--- config.mk ---
export PLATFORM = sky130hd
export DESIGN_NAME = max_arb
export DESIGN_NICKNAME = d
export VERILOG_FILES = /design/src/rtl/max_arb.sv
export SDC_FILE = /design/constraint.sdc
export NUM_CORES = 1
export LEC_CHECK = 0
export CAP_MARGIN = 20
export CELL_PAD_IN_SITES_DETAIL_PLACEMENT = 0
export CELL_PAD_IN_SITES_GLOBAL_PLACEMENT = 1
export CORE_MARGIN = 1
export CORE_UTILIZATION = 14
export DETAILED_ROUTE_END_ITERATION = 10
export PLACE_DENSITY_LB_ADDON = 0.25
export SLEW_MARGIN = 20
export SYNTH_ARGS = -nofsm -noshare
export SYNTH_HDL_FRONTEND = slang
export SYNTH_SLANG_ARGS = --single-unit
--- constraint.sdc ---
create_clock -name clk -period 2.35 [get_ports clk]
set_input_delay 0.47 -clock clk [delete_from_list [all_inputs] [get_ports clk]]
set_output_delay 0.47 -clock clk [all_outputs]
set_load 0.05 [all_outputs]
--- src/rtl/max_arb.sv ---
// max_arb: line-granular round-robin arbiter between two pixel requesters
// feeding one shared max-of-channels datapath. A LAT-deep tag pipeline
// follows each accepted beat through the datapath so the result can be
// routed back to the requester that produced it. A sticky err flag
// reports any cycle where a returning result has no matching tag.
// Optional macro MAX_ARB_FIXED_PRIO_EN: when defined, s0 always wins a tie
// in IDLE and the round-robin pointer is ignored.
module max_arb #(
    parameter int W   = 24,
    parameter int LAT = 2
) (
    input  logic         clk,
    input  logic         rst_n,
    input  logic         s0_valid,
    input  logic [W-1:0] s0_data,
    input  logic         s0_last,
    output logic         s0_ready,
    input  logic         s1_valid,
    input  logic [W-1:0] s1_data,
    input  logic         s1_last,
    output logic         s1_ready,
    output logic         m_valid,
    output logic [W-1:0] m_data,
    output logic         m_last,
    input  logic         r_valid,
    input  logic [7:0]   r_data,
    input  logic [1:0]   r_index,
    input  logic         r_last,
    output logic         d0_valid,
    output logic         d1_valid,
    output logic [7:0]   d_data,
    output logic [1:0]   d_index,
    output logic         d_last,
    output logic         err
);

    typedef enum logic [1:0] {
        IDLE = 2'd0,
        GNT0 = 2'd1,
        GNT1 = 2'd2
    } state_t;

    state_t         state;
    logic           last_served;
    logic           tie_pick1;
    logic           grant0;
    logic           grant1;
    logic [LAT-1:0] tag_v;
    logic [LAT-1:0] tag_id;
    logic           tag_v_out;
    logic           tag_id_out;

`ifdef MAX_ARB_FIXED_PRIO_EN
    assign tie_pick1 = 1'b0;
`else
    assign tie_pick1 = ~last_served;
`endif

    // Grant FSM: a grant lasts one whole line, then one IDLE cycle follows
    always_ff @(posedge clk or negedge rst_n) begin
        if (!rst_n) begin
            state       <= IDLE;
            last_served <= 1'b1;
        end else begin
            case (state)
                IDLE: begin
                    if (s0_valid && s1_valid) begin
                        state <= tie_pick1 ? GNT1 : GNT0;
                    end else if (s0_valid) begin
                        state <= GNT0;
                    end else if (s1_valid) begin
                        state <= GNT1;
                    end
                end
                GNT0: begin
                    if (s0_valid && s0_last) begin
                        state       <= IDLE;
                        last_served <= 1'b0;
                    end
                end
                GNT1: begin
                    if (s1_valid && s1_last) begin
                        state       <= IDLE;
                        last_served <= 1'b1;
                    end
                end
                default: state <= IDLE;
            endcase
        end
    end

    assign grant0   = (state == GNT0);
    assign grant1   = (state == GNT1);
    assign s0_ready = grant0;
    assign s1_ready = grant1;

    // Forward the granted requester to the shared datapath; zeros when idle
    always_comb begin
        m_valid = 1'b0;
        m_data  = '0;
        m_last  = 1'b0;
        if (grant0) begin
            m_valid = s0_valid;
            m_data  = s0_data;
            m_last  = s0_last;
        end else if (grant1) begin
            m_valid = s1_valid;
            m_data  = s1_data;
            m_last  = s1_last;
        end
    end

    // Tag pipeline tracks {valid, requester id} alongside the datapath latency
    always_ff @(posedge clk or negedge rst_n) begin
        if (!rst_n) begin
            tag_v  <= '0;
            tag_id <= '0;
        end else begin
            tag_v[0]  <= m_valid;
            tag_id[0] <= grant1;
            for (int i = 1; i < LAT; i++) begin
                tag_v[i]  <= tag_v[i-1];
                tag_id[i] <= tag_id[i-1];
            end
        end
    end

    assign tag_v_out  = tag_v[LAT-1];
    assign tag_id_out = tag_id[LAT-1];

    // Results are only routed when a live tag backs them up, so anything
    // still in flight across a reset is discarded rather than misdelivered.
    assign d0_valid = r_valid & tag_v_out & ~tag_id_out;
    assign d1_valid = r_valid & tag_v_out &  tag_id_out;
    assign d_data   = rst_n ? r_data  : 8'd0;
    assign d_index  = rst_n ? r_index : 2'd0;
    assign d_last   = rst_n ? r_last  : 1'b0;

    // Sticky error whenever a returning result disagrees with the tag valid
    always_ff @(posedge clk or negedge rst_n) begin
        if (!rst_n) begin
            err <= 1'b0;
        end else if (r_valid != tag_v_out) begin
            err <= 1'b1;
        end
    end

endmodule
; Word level (Yosys, flattened, before mapping)
; Index checks and enable logic that the tools add are counted.
[totals]
elab_cells = 41
ff_bits = 8
inputBits = 66
out_inout_bits = 42
[classes]
reduce_logical = 7
eq_ne = 6
mux = 19
bitwise = 4
[op_table]
columns = op, n
row1 = 24-bit 2-to-1 mux, 2
row2 = 2-bit 2-to-1 mux, 7
row3 = 8-bit 2-to-1 mux, 1
row4 = 1-bit 2-to-1 mux, 7
row5 = 2-bit one-hot mux with 3 select lines, 1
row6 = 3-bit AND reduction, 2
row7 = "2-bit by 1-bit inequality test with 1-bit output, second input constant", 2
row8 = "4-bit inequality test, second input constant", 1
row9 = 1-bit bitwise AND, 3
row10 = 1-bit logical AND, 3
row11 = "2-bit by 1-bit equality test with 1-bit output, second input constant", 1
row12 = "2-bit equality test, second input constant", 1
row13 = 2-bit logical NOT, 1
row14 = 1-bit one-hot mux with 2 select lines, 1
row15 = 2-bit nonzero test, 1
row16 = 1-bit inequality test, 1
row17 = 1-bit inverter, 1

; Logic depth before layout (Yosys ltp)
[depth]
ltp_word = 4
ltp_mapped = 4
ltp_nobuf = 3

; Least setup slack after synthesis
; Ideal clock, no wire load.
[synth_timing]
path_type = reg2out
from = reg state[1]
to = out m_data[10]
arrival_ns = 1.318
path_stages_with_launch = 5
setup_slack_ns = 0.562
path_buffers = 2
path_cell_list = dfrtp_1 > nor2b_1 > buf_4 > buf_8 > a22o_1
[synth_via]
elab_chain_cells = 3
[synth_lines]
columns = element, line_no
row1 = "start, declared", 43  ; state_t state;
row2 = "start signal, assigned", 68  ; state <= tie_pick1 ? GNT1 : GNT0;
row3 = 2-bit equality test, 93  ; assign grant1 = (state == GNT1);
row4 = net s1_ready, 21  ; output logic s1_ready,
row5 = 24-bit 2-to-1 mux, 106  ; end else if (grant1) begin
row6 = 24-bit 2-to-1 mux, 102  ; if (grant0) begin
row7 = "end, declared", 23  ; output logic [W-1:0] m_data,
; The timed path passes the listed nets, and every way through them passes these cells.

; Final worst setup path
[layout_timing]
from = reg state[0]
to = out m_data[1]
[layout_via]
elab_chain_cells = 3
[layout_lines]
columns = element, line_no
row1 = 2-bit equality test, 93
row2 = 24-bit 2-to-1 mux, 106
row3 = 24-bit 2-to-1 mux *, 102
; Every way passes the cells marked *; elsewhere a longest branch is shown, timed or not.

==> summary.md <==
| Metric | Value |
|---|---|
| Status | finished, final reports clean |
| Min-Delay Startpoint | tag_v[0] |
| Endpoints failing hold | 0 |
| I/O Pins | between 100 and 150 |
| Commonest non-fill, non-tap cell in the layout | clkdlybuf4s50_1 |
| CP cell instances | nor2b_2, buf_12, a22o_1, buf_12 |
| Row cnt | 25 |
| Syn_nets | between 100 and 150 |
| Gp weighted congestion | about 0.75 |
| Clock root cell | clkbuf_8 |
| Yosys synthesis warning count | 0 |
| Seq pwr share | 7.8% |
| Worst Path Required | ~1.9 ns |
| CP top delay family | flip-flops |
| Post-placement cell area | 0.002215 sq mm |
| Grt total ovfl | 0 |
| Final clock skew | 0.0003320 ns |
| Max-slew violation count | 0 |
| Crit path depth | 4 |
| Placed cells | roughly 240 |
| Commonest non-fill, non-tap cells in the layout | clkdlybuf4s50_1, buf_12, a22o_1 |
| Pleak | 0.9205 nW |
| Largest net degree at the start of global routing | 22 |
| Worst path slowest cell | dfrtp_1 |
| WP buf/inv | 2 |
| Avg Cell Area, Syn | 10.06 sq um |
| Max-cap viol count | 0 |
| Final nets | approximately 240 |
| Int Power | ~1.6 mW |
| Kind of critical path | flip-flop to primary output |
| Vias post-DR | 989 |
| PD cells | 1338 mW/mm^2 |
| Tot GR Track Use | about an eighth |
| Layout cells sized above 1 | between 20% and 30% |
| Seq/Total Area, Yosys | around 29% |
| Num CTS Buffers | 3 |
| Crit path max fanout | 21 |
| Min-Delay Endpoint | tag_v[1] |
| Tmin final | between 2 and 2.5 ns |
| Clock sinks | 8 |
| R2R depth | 3 |
| CP dominant cell by count | buf_12 |
| Switching part of the total | 48.15% |
| Share of Yosys cell area claimed by the top area cell type | between 30 and 40% |
| IO buf count | approximately 110 |
| Register clock-pin slew on the reported worst setup and hold paths | approximately 0.040 ns |
| Drt wl/cell | approximately 14 microns |
| Starting Density | approximately 14% |
| CP max stage delay | 0.43 ns |
| RSZ-0062 raised after global routing | false |
| Vias in the first global route | approximately 1,000 |
| Antenna cell count | 0 |
| ANT nets after route | 0 |
| Max clock buf depth | 2 |
| Iteration-0 DRC Markers | 56 |
| Least-Margin Pin Slew | approximately 0.5 ns |
| FF-to-FF setup slack | about 1.1 ns |
| Die Wd | around 72 microns |
| CP Launch Type | flip-flop |
| Area contributors post-synth | a22o_1, dfrtp_1, and2_1 |
| Dpl hpwl | roughly 2800 microns |
| DRC | 0 |
| Unique cell type count in the Yosys netlist | 18 |
| Worst skew pair latency | roughly 0.23 ns |
| Hold Crit Class | flip-flop to flip-flop |
| Worst slew margin | roughly two thirds |
| Layout area overhead | 230.2% |
| TritonCTS clock tree | done |
| Fmax achieved | between 400 and 500 MHz |
| Final setup vio count | 0 |
| Post-cts hold buffer count | 0 |
| Non-Filler Instances | approximately 240 |
| Die Y-Extent | between 70 and 80 microns |
| CTS H-tree depth | 1 |
| Reg2reg end | tag_v[0] |
| Total routed wirelength | 3328 microns |
| Worst hold path depth | 0 |
| Post-CTS sizing | 0 |
| Design area | 0.002260 sq mm |
| Setup crit end kind | primary output |
| Maximum VDD drop | 0.0008037 V |
| Synth Register Bits | 8 |
| First-pass GRT wire length | a little under 5000 microns |
| Reg2reg start | state[1] |
| Clock power share | roughly 5.7% |
| Post-CTS setup buffer count | 0 |
| Area leader, netlist | a22o_1 |
| Pre-antenna DRT Iters | 4 |
| Final period util | 90.02% |
| Psw | around 1.5 mW |
| Comb pwr share | 86.5% |
| Synth Instances | approximately 70 |
| Vias per std cell | between 4 and 5 |
| Worst path arrival time | between 1.5 and 2 ns |
| Synth Cell Area | 684.4 sq um |
| Final setup TNS | 0 ns |
| Initial antenna violation count | 0 |
| CORE AREA | 0.004723 sq mm |
| DIE AREA | approximately 0.0052 sq mm |
-- layer usage --
layer	up-vias	global-route usage, %	wire length [microns]
li1	480	-	-
met2	44	24.84	1921
met5	-	0	0
met3	4	2.639	165
met1	461	12.72	1194
met4	0	5.882	46
-- worst max path at each step --
stage                  to      from
2_1_floorplan    d0_valid   r_valid
3_3_place_gp   d_index[1]     rst_n
3_5_place_dp    d_data[6]     rst_n
4_1_cts        m_data[19]  state[0]
5_1_grt         m_data[2]  state[0]
6_report        m_data[1]  state[0]
-- synth_stat cells --
cell type   n
a21oi_1     2
a22o_1     26
a311oi_1    2
a31oi_1     1
and2_1     12
buf_4       1
buf_6       1
buf_8       4
clkbuf_1    1
dfrtp_1     7
dfstp_2     1
ha_1        1
nand2_1     2
nand2b_1    1
nand3b_1    1
nor2b_1     3
o21ai_0     1
or2_2       1
-- metrics by stage --
step / setup WS [ns] / hold WS, ns / utilization [%] / power [mW]
2_1_floorplan: 0.5622 / 0.1744 / - / 1.607
3_3_place_gp: 0.3923 / 0.3355 / 46.89 / 2.849
3_5_place_dp: 0.3800 / 0.3393 / 46.89 / 2.877
4_1_cts: 0.2246 / 0.3461 / 47.84 / 3.058
5_1_grt: 0.1656 / 0.3506 / 47.84 / 3.127
6_report: 0.2346 / 0.3445 / 47.84 / 3.024
-- final cells by class --
type,instances,area (sq um)
well taps,67,83.83
fillers,427,2464
multi-input cells,53,405.4
flip-flops and latches,8,201.4
repair buffers,111,1524
clock buffers,4,45.04
-- cells by family after synthesis --
logic type,after synthesis,share of synthesized area [%]
adder cells (fa/ha/maj),1,1.828
AND/OR/NAND/NOR,20,17.74
AO/OA/AOI/OAI,32,38.94
flip-flops,8,29.43
buffers and inverters,7,12.07
-- power groups by stage --
| stage | sequential (mW) | clock [mW] | combinational [mW] |
|---|---|---|---|
| 2_1_floorplan | 0.225 | 0 | 1.38 |
| 3_3_place_gp | 0.234 | 0 | 2.62 |
| 3_5_place_dp | 0.239 | 0 | 2.64 |
| 4_1_cts | 0.235 | 0.180 | 2.64 |
| 5_1_grt | 0.243 | 0.185 | 2.70 |
| 6_report | 0.236 | 0.173 | 2.61 |
-- worst register-to-register path, cell delays in order, from the launching register on --
cell     delay [ns]
dfrtp_1        0.44
nor2b_2        0.19
buf_4          0.25
a22o_1         0.24
-- registers in the layout, summed over array words and instances, names as in the netlist --
register	cells
tag_v	2
err	1
tag_id	2
last_served	1
state	2
Power figures use the tool's default switching activity.
